`src/rtl/wb_slave_responder.sv`:
```
// Wishbone classic-cycle responder with a CTRL/STATUS/DATA/SCRATCH byte map and a TX FIFO drained by a local valid/ready port.
// Optional build macro WB_RESP_ERR_EN: an overflowing DATA write terminates with err_o instead of ack_o.
module wb_slave_responder #(
  parameter int unsigned WAIT_STATES = 0,
  parameter int unsigned FIFO_DEPTH  = 4,
  parameter logic [7:0]  SCRATCH_RST = 8'h00
) (
  input  logic       clk_i,
  input  logic       rst_n_i,
  input  logic       cyc_i,
  input  logic       stb_i,
  input  logic       we_i,
  input  logic [1:0] adr_i,
  input  logic [7:0] dat_i,
  output logic [7:0] dat_o,
  output logic       ack_o,
  output logic       err_o,
  output logic       irq_o,
  output logic       loc_valid_o,
  output logic [7:0] loc_data_o,
  input  logic       loc_ready_i
);
  localparam int AW = (FIFO_DEPTH > 1) ? $clog2(FIFO_DEPTH) : 1;
  localparam int CW = AW + 1;

  localparam logic [1:0] A_CTRL = 2'd0, A_STATUS = 2'd1, A_DATA = 2'd2, A_SCRATCH = 2'd3;

  typedef enum logic [1:0] {S_IDLE, S_WAIT, S_RESP} state_t;
  typedef struct packed {
    logic       we;
    logic [1:0] adr;
    logic [7:0] dat;
  } wb_req_t;

  state_t  state_q, state_d;
  wb_req_t req_q, req_d;
  logic [3:0] wcnt_q, wcnt_d;
  logic resp;

  always_ff @(posedge clk_i or negedge rst_n_i) begin
    if (!rst_n_i) begin
      state_q <= S_IDLE;
      req_q   <= '0;
      wcnt_q  <= '0;
    end else begin
      state_q <= state_d;
      req_q   <= req_d;
      wcnt_q  <= wcnt_d;
    end
  end

  always_comb begin
    state_d = state_q;
    req_d   = req_q;
    wcnt_d  = wcnt_q;
    resp    = 1'b0;
    case (state_q)
      S_IDLE: if (cyc_i && stb_i) begin
        req_d = '{we: we_i, adr: adr_i, dat: dat_i};
        if (WAIT_STATES > 0) begin
          state_d = S_WAIT;
          wcnt_d  = 4'(WAIT_STATES - 1);
        end else begin
          state_d = S_RESP;
        end
      end
      // an abandoned cycle returns quietly; nothing has committed yet
      S_WAIT: begin
        if (!(cyc_i && stb_i))  state_d = S_IDLE;
        else if (wcnt_q == '0) state_d = S_RESP;
        else                   wcnt_d  = wcnt_q - 4'd1;
      end
      S_RESP: begin
        resp    = 1'b1;
        state_d = S_IDLE;
      end
      default: state_d = S_IDLE;
    endcase
  end

  logic [FIFO_DEPTH-1:0][7:0] mem;
  logic [AW-1:0] wr_ptr, rd_ptr;
  logic [CW-1:0] count;
  logic [6:0] ctrl_q;
  logic [7:0] scratch_q;
  logic ovf_q, irq_q;
  logic full, empty, wr_commit, data_wr, push, pop, ovf_wr, flush, rd_status;
  logic [7:0] status, rdata;

  assign full      = (count == CW'(FIFO_DEPTH));
  assign empty     = (count == '0);
  assign wr_commit = resp & req_q.we;
  assign data_wr   = wr_commit & (req_q.adr == A_DATA);
  assign push      = data_wr & ~full;
  assign ovf_wr    = data_wr & full;
  assign flush     = wr_commit & (req_q.adr == A_CTRL) & req_q.dat[7];
  assign rd_status = resp & ~req_q.we & (req_q.adr == A_STATUS);
  assign pop       = loc_valid_o & loc_ready_i;

  always_ff @(posedge clk_i or negedge rst_n_i) begin
    if (!rst_n_i) begin
      wr_ptr    <= '0;
      rd_ptr    <= '0;
      count     <= '0;
      ctrl_q    <= '0;
      scratch_q <= SCRATCH_RST;
      ovf_q     <= 1'b0;
      irq_q     <= 1'b0;
    end else begin
      // flush overrides any coincident push or pop
      if (flush) begin
        wr_ptr <= '0;
        rd_ptr <= '0;
        count  <= '0;
      end else begin
        if (push) wr_ptr <= wr_ptr + AW'(1);
        if (pop)  rd_ptr <= rd_ptr + AW'(1);
        count <= count + CW'(push) - CW'(pop);
      end
      if (wr_commit && req_q.adr == A_CTRL)    ctrl_q    <= req_q.dat[6:0];
      if (wr_commit && req_q.adr == A_SCRATCH) scratch_q <= req_q.dat;
      if (ovf_wr)         ovf_q <= 1'b1;
      else if (rd_status) ovf_q <= 1'b0;
      irq_q <= ctrl_q[1] & empty;
    end
  end

  always_ff @(posedge clk_i) begin
    if (push) mem[wr_ptr] <= req_q.dat;
  end

  assign status = {ovf_q, 1'b0, full, empty, 4'(count)};

  always_comb begin
    rdata = '0;
    case (req_q.adr)
      A_CTRL:    rdata = {1'b0, ctrl_q};
      A_STATUS:  rdata = status;
      A_DATA:    rdata = '0;
      A_SCRATCH: rdata = scratch_q;
      default:   rdata = '0;
    endcase
  end

`ifdef WB_RESP_ERR_EN
  assign err_o = ovf_wr;
  assign ack_o = resp & ~ovf_wr;
`else
  assign err_o = 1'b0;
  assign ack_o = resp;
`endif

  assign dat_o       = ack_o ? rdata : '0;
  assign irq_o       = irq_q;
  assign loc_valid_o = ~empty & ctrl_q[0];
  assign loc_data_o  = empty ? '0 : mem[rd_ptr];
endmodule

```
`config.mk`:
```
export PLATFORM = sky130hd
export DESIGN_NAME = wb_slave_responder
export DESIGN_NICKNAME = d
export VERILOG_FILES = /design/src/rtl/wb_slave_responder.sv
export SDC_FILE = /design/constraint.sdc
export NUM_CORES = 1
export LEC_CHECK = 0
export CORE_ASPECT_RATIO = 1.75
export CORE_MARGIN = 2
export CORE_UTILIZATION = 45
export CTS_BUF_LIST = sky130_fd_sc_hd__clkbuf_2 sky130_fd_sc_hd__clkbuf_4 sky130_fd_sc_hd__clkbuf_8
export DETAILED_ROUTE_END_ITERATION = 16
export GPL_ROUTABILITY_DRIVEN = 0
export GPL_TIMING_DRIVEN = 0
export HOLD_SLACK_MARGIN = 0.05
export PLACE_DENSITY = 0.74
export SYNTH_ARGS = -nofsm -noshare
export SYNTH_HDL_FRONTEND = slang
export SYNTH_SLANG_ARGS = --single-unit
```
`constraint.sdc`:
```
create_clock -name clk_i -period 2.7 [get_ports clk_i]
set_input_delay 0.54 -clock clk_i [delete_from_list [all_inputs] [get_ports clk_i]]
set_output_delay 0.54 -clock clk_i [all_outputs]
set_load 0.05 [all_outputs]
```
After elaboration in Yosys (flattened, before gate mapping)
Cells that the tools add are included.

word-level totals
  input port bits = 16
  logic and storage cells = 81
  output and inout bits = 20
  bits in registers = 73

cells by class
  reduce and logical (&&, ||, !) cells = 14
  add/subtract/negate cells = 5
  bitwise logic cells = 15
  $lt $le $gt $ge = 3
  muxes and demuxes = 20
  eq/ne operators = 8

operator list
  cell                   number
  $bwmux W32             1
  $mux W8                4
  $pmux W8 S4            1
  $bmux W8 S2            1
  $demux W8 S2           1
  $mux W2                7
  $and A1 B1 Y1          11
  $eq A2 B2 Y1 const B   3
  $lt A2 B3 Y1 const B   2
  $reduce_bool A2 Y1     3
  $add A2 B1 Y2 const B  2
  $eq A2 B1 Y1 const B   2
  $logic_and A1 B1 Y1    4
  $logic_not A2 Y1       2
  $logic_not A4 Y1       1
  $not A1 Y1             4
  $pmux W2 S2            1
  $reduce_and A2 Y1      2
  $sub A4 B1 Y4 const B  1
  $add A3 B1 Y3          1
  $eq A3 B3 Y1 const B   1
  $logic_not A3 Y1       1
  $mux W1                3
  $mux W3                1
  other kinds (5)        5

Logic depth before layout (Yosys ltp)
Gate-level depths: netlist (run 1).

  depth in word-level cells = 8
  depth in mapped cells = 11
  depth with buffers taken out = 10

Worst setup path after synthesis (run 1)
OpenSTA, ideal clock, no wires.

  path type = flip-flop to output port
  from = reg state_q[1]
  to = out dat_o[3]
  data required time = 2.160 ns
  cell stages (with the launch flop) = 3
  buffers on the path = 1
  slack = 0.148 ns
  arrival = 2.012 ns
  cell sequence = dfrtp_1 > buf_4 > a21boi_0

on the way
  word-level cells in the longest chain between the ends = 3

ends and longest elaborated chain
  what                    line  text
  start, declared         35    state_t state_q, state_d;
  start signal, assigned  46    state_q <= state_d;
  $eq A2 B2 Y1            57    case (state_q)
  $mux W1                 57
  $mux W8                 153   assign dat_o = ack_o ? rdata : '0;
  end, declared           15    output logic [7:0] dat_o,

Every way passes these cells.

Final worst setup path (run 1)
  from = reg rd_ptr[0]
  to = out loc_data_o[0]

on the way
  word-level cells in the longest chain between the ends = 3

ends and longest elaborated chain
  what                           line  text
  start, declared                82    logic [AW-1:0] wr_ptr, rd_ptr;
  start signal, assigned         117   if (pop) rd_ptr <= rd_ptr + AW'(1);
  $bmux W8 S2                    156   assign loc_data_o = empty ? '0 : mem[rd_ptr];
  $mux W8 (not written as such)  156
  $mux W8                        156
  end, declared                  20    output logic [7:0] loc_data_o,

Every way passes these cells. The select of a mux whose other input is x is not followed.

==> run metrics, run 1 <==
initial antenna violation count 0; CP Launch Type flip-flop; post-synthesis adder-cell area fraction 3.10%; CP Max Fanout 10; antenna-violating nets left 0; filler cell count 570; clock sink count 68; PwrDens 981 mW/mm^2; number of global-route vias before repair 1,895; Final Hold Vio Count 0; DRT iter0 DRCs 74; HPWL after DPL 4100 um; Max Slew Vio Count 0; Final Cycle Share 95.0%; Yosys cell types 37; xor and xnor fraction of the mapped netlist area 0.571%; multiplexer share of the synthesized area 16.8%; Worst EP required 2160 ps; Layout Skew 7.78 ps; total power 3.61 mW; Multi-input gate area 0.00109 sq mm; CP Launch Point rd_ptr[0]$_DFFE_PN0P_; vias per cell 5.17; WL met1 2400 um; Initial Util 46.6%; GRT Resource Usage Total 18.5%; r2r startpoint count[0]$_DFF_PN0_; Num CTS Buffers 9; worst endpoint data arrival time 2020 ps; Synth async-reset ratio 52.9%; Worst-path clk slew 80 ps; Chip Width 66.4 um; Pre-Repair DR Iteration Count 4; cell area after synthesis 0.00307 sq mm; CTS tree yes; Nets 277; cts hold-fix bufs 0; worst hold-check path type input pin to asynchronous set/reset pin; port bufs 34; most common cell after layout, fill and taps aside dfrtp_1; core area 0.00659 sq mm; P&R area growth vs syn 19.9%; vias post-DR 1,763; die height 113 um; largest area contributor in the netlist edfxtp_1; H-tree levels 3; ANT cells 0; clk buf depth 2; DR WL met3 203 um; Syn Inst Count 209; Clk Latency, worst-skew pair 350 ps; ranking of synthesized cells by area edfxtp_1 31%, dfrtp_1 29%, mux2_2 9.9%; Top Metal Used met4; Leak Pwr 1.52 nW; max_slew headroom 45.8%; syn nets 232; Final Core Density 55.8%; YS warnings 0; commonest cells after routing, fill and taps aside 36 x dfrtp_1, 32 x edfxtp_1, 27 x mux2_2, 16 x clkdlybuf4s50_1; WL per Instance 17.3 um; Max Fclk 0.390 GHz; Max VDD drop 582 uV; simple-gate portion of the synthesized area 11.2%; fraction of layout cells with a size suffix above 1 31.7%; status finished, final reports clean; EDFF count, synth 32; grt ovf 0; largest family of logic cells by synthesized area multiplexers; Root Buffer clkbuf_8; drt total wl 5890 um; Synth top area share 31.3%; Slew @ Worst Pin 812 ps; max_cap viols 0; Post-CTS Setup Inserts 0; #FFs+latches synth 68; crit end category output port; Cell Rows 39; Compound-Gate Fraction of Synth Area 3.71%; routed wl met2 3170 um; num ports 36; final worst path period need 2560 ps; RSZ-0062 raised after global routing false; prevailing post-synth register cell dfrtp_1; DRC Markers 0; endpoints failing setup 0; R2R depth 10; flip-flop and latch area 0.00186 sq mm; die area 0.00752 sq mm; Mean Syn Cell Area 14.7 sq um; sequential-to-total area share from yosys stat 60.7%; global-route wire length before repair 9870 um; crit path kind flip-flop to output port; pin count of the biggest net entering global routing 37
==> registers in the layout, summed over array words and instances (netlist names) <==
register	flops
ctrl_q	7
scratch_q	8
irq_o	1
state_q	1
count	3
rd_ptr	2
ovf_q	1
wr_ptr	2
mem	32
req_q	11
==> synth_stat cells, types with 2 or more instances <==
master    count
or3_1         2
a21oi_2       4
nand3_1      11
ha_1          6
buf_2         6
nor2b_1       9
nand2_1       6
buf_6         2
buf_4         4
inv_1        10
a21oi_1       2
nor2b_2       2
and3_1        5
nor2_1        5
mux2_2       27
dfrtp_1      36
a31oi_1       2
mux4_2        8
xnor2_1       2
mux2i_1       3
and2_1        3
edfxtp_1     32
o21ai_0       8
==> routing by layer <==
metal / track usage, % / up-vias
met2: 29.9 / 40
met3: 4.47 / 6
met5: 0 / -
met1: 22.3 / 874
li1: - / 843
met4: 10.1 / 0
==> power by group <==
| part | internal [mW] | switching, mW | total [mW] |
|---|---|---|---|
| logic | 0.542 | 0.741 | 1.28 |
| registers | 1.30 | 0.186 | 1.49 |
| clock network | 0.436 | 0.400 | 0.837 |
| total | 2.28 | 1.33 | 3.61 |
==> stage by stage <==
stage	std cells	hold WS [ps]	area [sq um]	setup WS, ps	TNS [ps]
6_report	341	273	3680	135	0
5_1_grt	341	328	3680	5.44	0
3_5_place_dp	325	493	3510	-12.0	-12.0
4_1_cts	341	293	3690	16.0	0
2_1_floorplan	209	244	3070	148	0
3_3_place_gp	325	482	3510	23.7	0
==> kinds of logic after synthesis <==
family | count (synthesis)
flops | 68
other cells | 1
simple gates | 53
mux | 38
fa+ha+maj | 7
xor+xnor | 2
buf+inv | 22
compound gates | 18
==> final timing paths <==
| path | slack (ps) | to |
|---|---|---|
| max in group asynchronous | 1900 | count[2]$_DFF_PN0_ |
| min in group clk_i | 510 | scratch_q[0]$_DFFE_PN0P_ |
| max reg2reg | 230 | count[2]$_DFF_PN0_ |
| min | 270 | req_q[2]$_DFFE_PN0P_ |
| max | 140 | loc_data_o[0] |
| min reg2reg | 510 | scratch_q[0]$_DFFE_PN0P_ |
==> what timing repair did <==
item                                   CTS  global route
pin swaps                                0             1
setup endpoints to repair               17             8
endpoints found under the hold margin    0             0
gates resized for setup                 17            17
gates cloned                             0             0
==> area by class of cell <==
cell class | instances | share of cell area, %
clock inverters | 6 | 1.73
multi-input cells | 119 | 29.7
clock buffers | 10 | 3.57
plain buffers | 12 | 2.41
repair buffers | 34 | 8.13
well taps | 82 | 2.79
inverters | 10 | 1.02
flip-flops and latches | 68 | 50.6
==> worst max-delay path, stage by stage, from the launching register on <==
cell,delay (ps)
dfrtp_1,380
buf_4,230
mux4_2,520
nor2b_1,140
dlygate4sd2_1,410
Power figures use the tool's default switching activity.
==> run 2: changes to the inputs <==
--- a/config.mk
+++ b/config.mk
@@ -11,7 +11,6 @@
 export CTS_BUF_LIST = sky130_fd_sc_hd__clkbuf_2 sky130_fd_sc_hd__clkbuf_4 sky130_fd_sc_hd__clkbuf_8
 export DETAILED_ROUTE_END_ITERATION = 16
 export GPL_ROUTABILITY_DRIVEN = 0
-export GPL_TIMING_DRIVEN = 0
 export HOLD_SLACK_MARGIN = 0.05
 export PLACE_DENSITY = 0.74
 export SYNTH_ARGS = -nofsm -noshare
==> run metrics, run 2 (same netlist as run 1, synthesis figures left out) <==
status finished, final reports clean; Cell Area, Placed 0.00345 sq mm; Hold Path Cell Cnt 1; Worst-path clk slew 70 ps; DRT iter0 DRCs 44; HPWL after DPL 3920 um; Top Metal Used met4; Pre-Repair DR Iteration Count 4; Num CTS Buffers 9; endpoints failing setup 0; pin count of the biggest net entering global routing 37; reg-to-reg endpoint count[2]$_DFF_PN0_; max_slew headroom 60.0%; commonest cells after routing, fill and taps aside 36 x dfrtp_1, 32 x edfxtp_1, 27 x mux2_2, 22 x buf_4, 18 x clkdlybuf4s50_1; antenna-violating nets left 0; crit end category output port; CP Launch Point rd_ptr[0]$_DFFE_PN0P_; vias post-DR 1,824; port bufs 34; Clk pwr share 22.3%; die area 0.00752 sq mm; Worst EP required 2160 ps; Initial Util 46.6%; die height 113 um; initial antenna violation count 0; R2R depth 9; cts hold-fix bufs 0; Flop pwr share 42.7%; net switching power 1.29 mW; max_cap viols 0; Worst path slowest cell dfrtp_1; core area 0.00659 sq mm; clk buf depth 2; WL per Instance 16.6 um; GRT Resource Usage Total 16.7%; DRC Markers 0; Leak Pwr 1.47 nW; routed wl met2 3070 um; grt ovf 0; most common cell after layout, fill and taps aside dfrtp_1; fraction of layout cells with a size suffix above 1 33.5%; Slew @ Worst Pin 599 ps; Total Neg Setup Slack 0 ps; pre-CTS setup slack 204 ps; Combinational Power Share 35.0%; vias per cell 5.43; Root Buffer clkbuf_8; PwrDens 984 mW/mm^2; ANT cells 0; Sw Ratio 36.0%; Top Registers mem x32, req_q x11, scratch_q x8; Worst path max stage delay 730 ps; crit path cell chain mux4_2 > nor2b_1 > buf_4; RSZ-0062 raised after global routing false; Chip Width 66.4 um; worst hold-check path type flip-flop to flip-flop; Layout Skew 5.09 ps; drt total wl 5580 um; worst hold start scratch_q[0]$_DFFE_PN0P_; Final Cell Area 0.00364 sq mm; internal power 2.30 mW; CP Max Fanout 11; Final Hold Vio Count 0; Cell Rows 39; hold endpoint scratch_q[0]$_DFFE_PN0P_; Nets 272; DR WL met3 149 um; worst endpoint data arrival time 1990 ps; H-tree levels 3; Final Cycle Share 93.7%; number of global-route vias before repair 1,825; r2r startpoint count[1]$_DFF_PN0_; Max VDD drop 658 uV; Max Fclk 0.395 GHz; Max Slew Vio Count 0; Largest Register mem; clock sink count 68; flop-to-flop setup slack 450 ps; P&R area growth vs syn 18.8%; Post-CTS Setup Inserts 0; final worst slack 170 ps; global-route wire length before repair 9080 um; Resized cells post-CTS 0; Clk Latency, worst-skew pair 340 ps; crit path kind flip-flop to output port; final worst path period need 2530 ps; max reg flops 32; num ports 36; CTS tree yes; WL met1 2230 um; CP Launch Type flip-flop
## run 2: worst max path at each step
stage / cells past startpoint / slack, ps / endpoint
finish: 3 / 170 / loc_data_o[6]
global route: 3 / 30 / loc_data_o[5]
CTS: 3 / 100 / loc_data_o[6]
detailed placement: 10 / 200 / count[2]$_DFF_PN0_
global placement: 10 / 260 / count[2]$_DFF_PN0_
floorplan: 2 / 150 / dat_o[3]
## run 2: through the flow
stage | power, mW | hold WS, ps | utilization [%] | std cells
5_1_grt | 3.79 | 529 | 55.3 | 336
2_1_floorplan | 2.46 | 244 | - | 209
3_3_place_gp | 2.80 | 481 | 52.4 | 320
3_5_place_dp | 2.83 | 491 | 52.4 | 320
4_1_cts | 3.62 | 506 | 55.3 | 336
6_report | 3.59 | 507 | 55.3 | 336
## run 2: layout make-up
cell class                 instances  area (sq um)
fill                             578          2940
sequential                        68          1860
multi-input combinational        119          1090
timing repair buffer              41           365
clock buffer                       9           124
tap                               82           103
clock inverter                     7          66.3
inverter                          10          37.5
## run 2: per-layer routing
layer,vias up,GRT usage [%]
li1,837,-
met2,43,28.3
met4,0,8.57
met1,935,19.9
met3,9,2.78
met5,-,0
## run 2: power by group through the flow
stage	Clock (mW)	Combinational [mW]	Sequential (mW)
floorplan	0	1.00	1.45
global placement	0	1.25	1.55
detailed placement	0	1.27	1.56
CTS	0.813	1.27	1.54
global route	0.855	1.36	1.57
finish	0.801	1.26	1.53
## run 2: worst max-delay path: cells and delay by family, from the launching register on
kind	cells	cell delay, ps
buffers and inverters	1	190
flip-flops	1	730
multiplexers	1	590
AND/OR/NAND/NOR	1	150
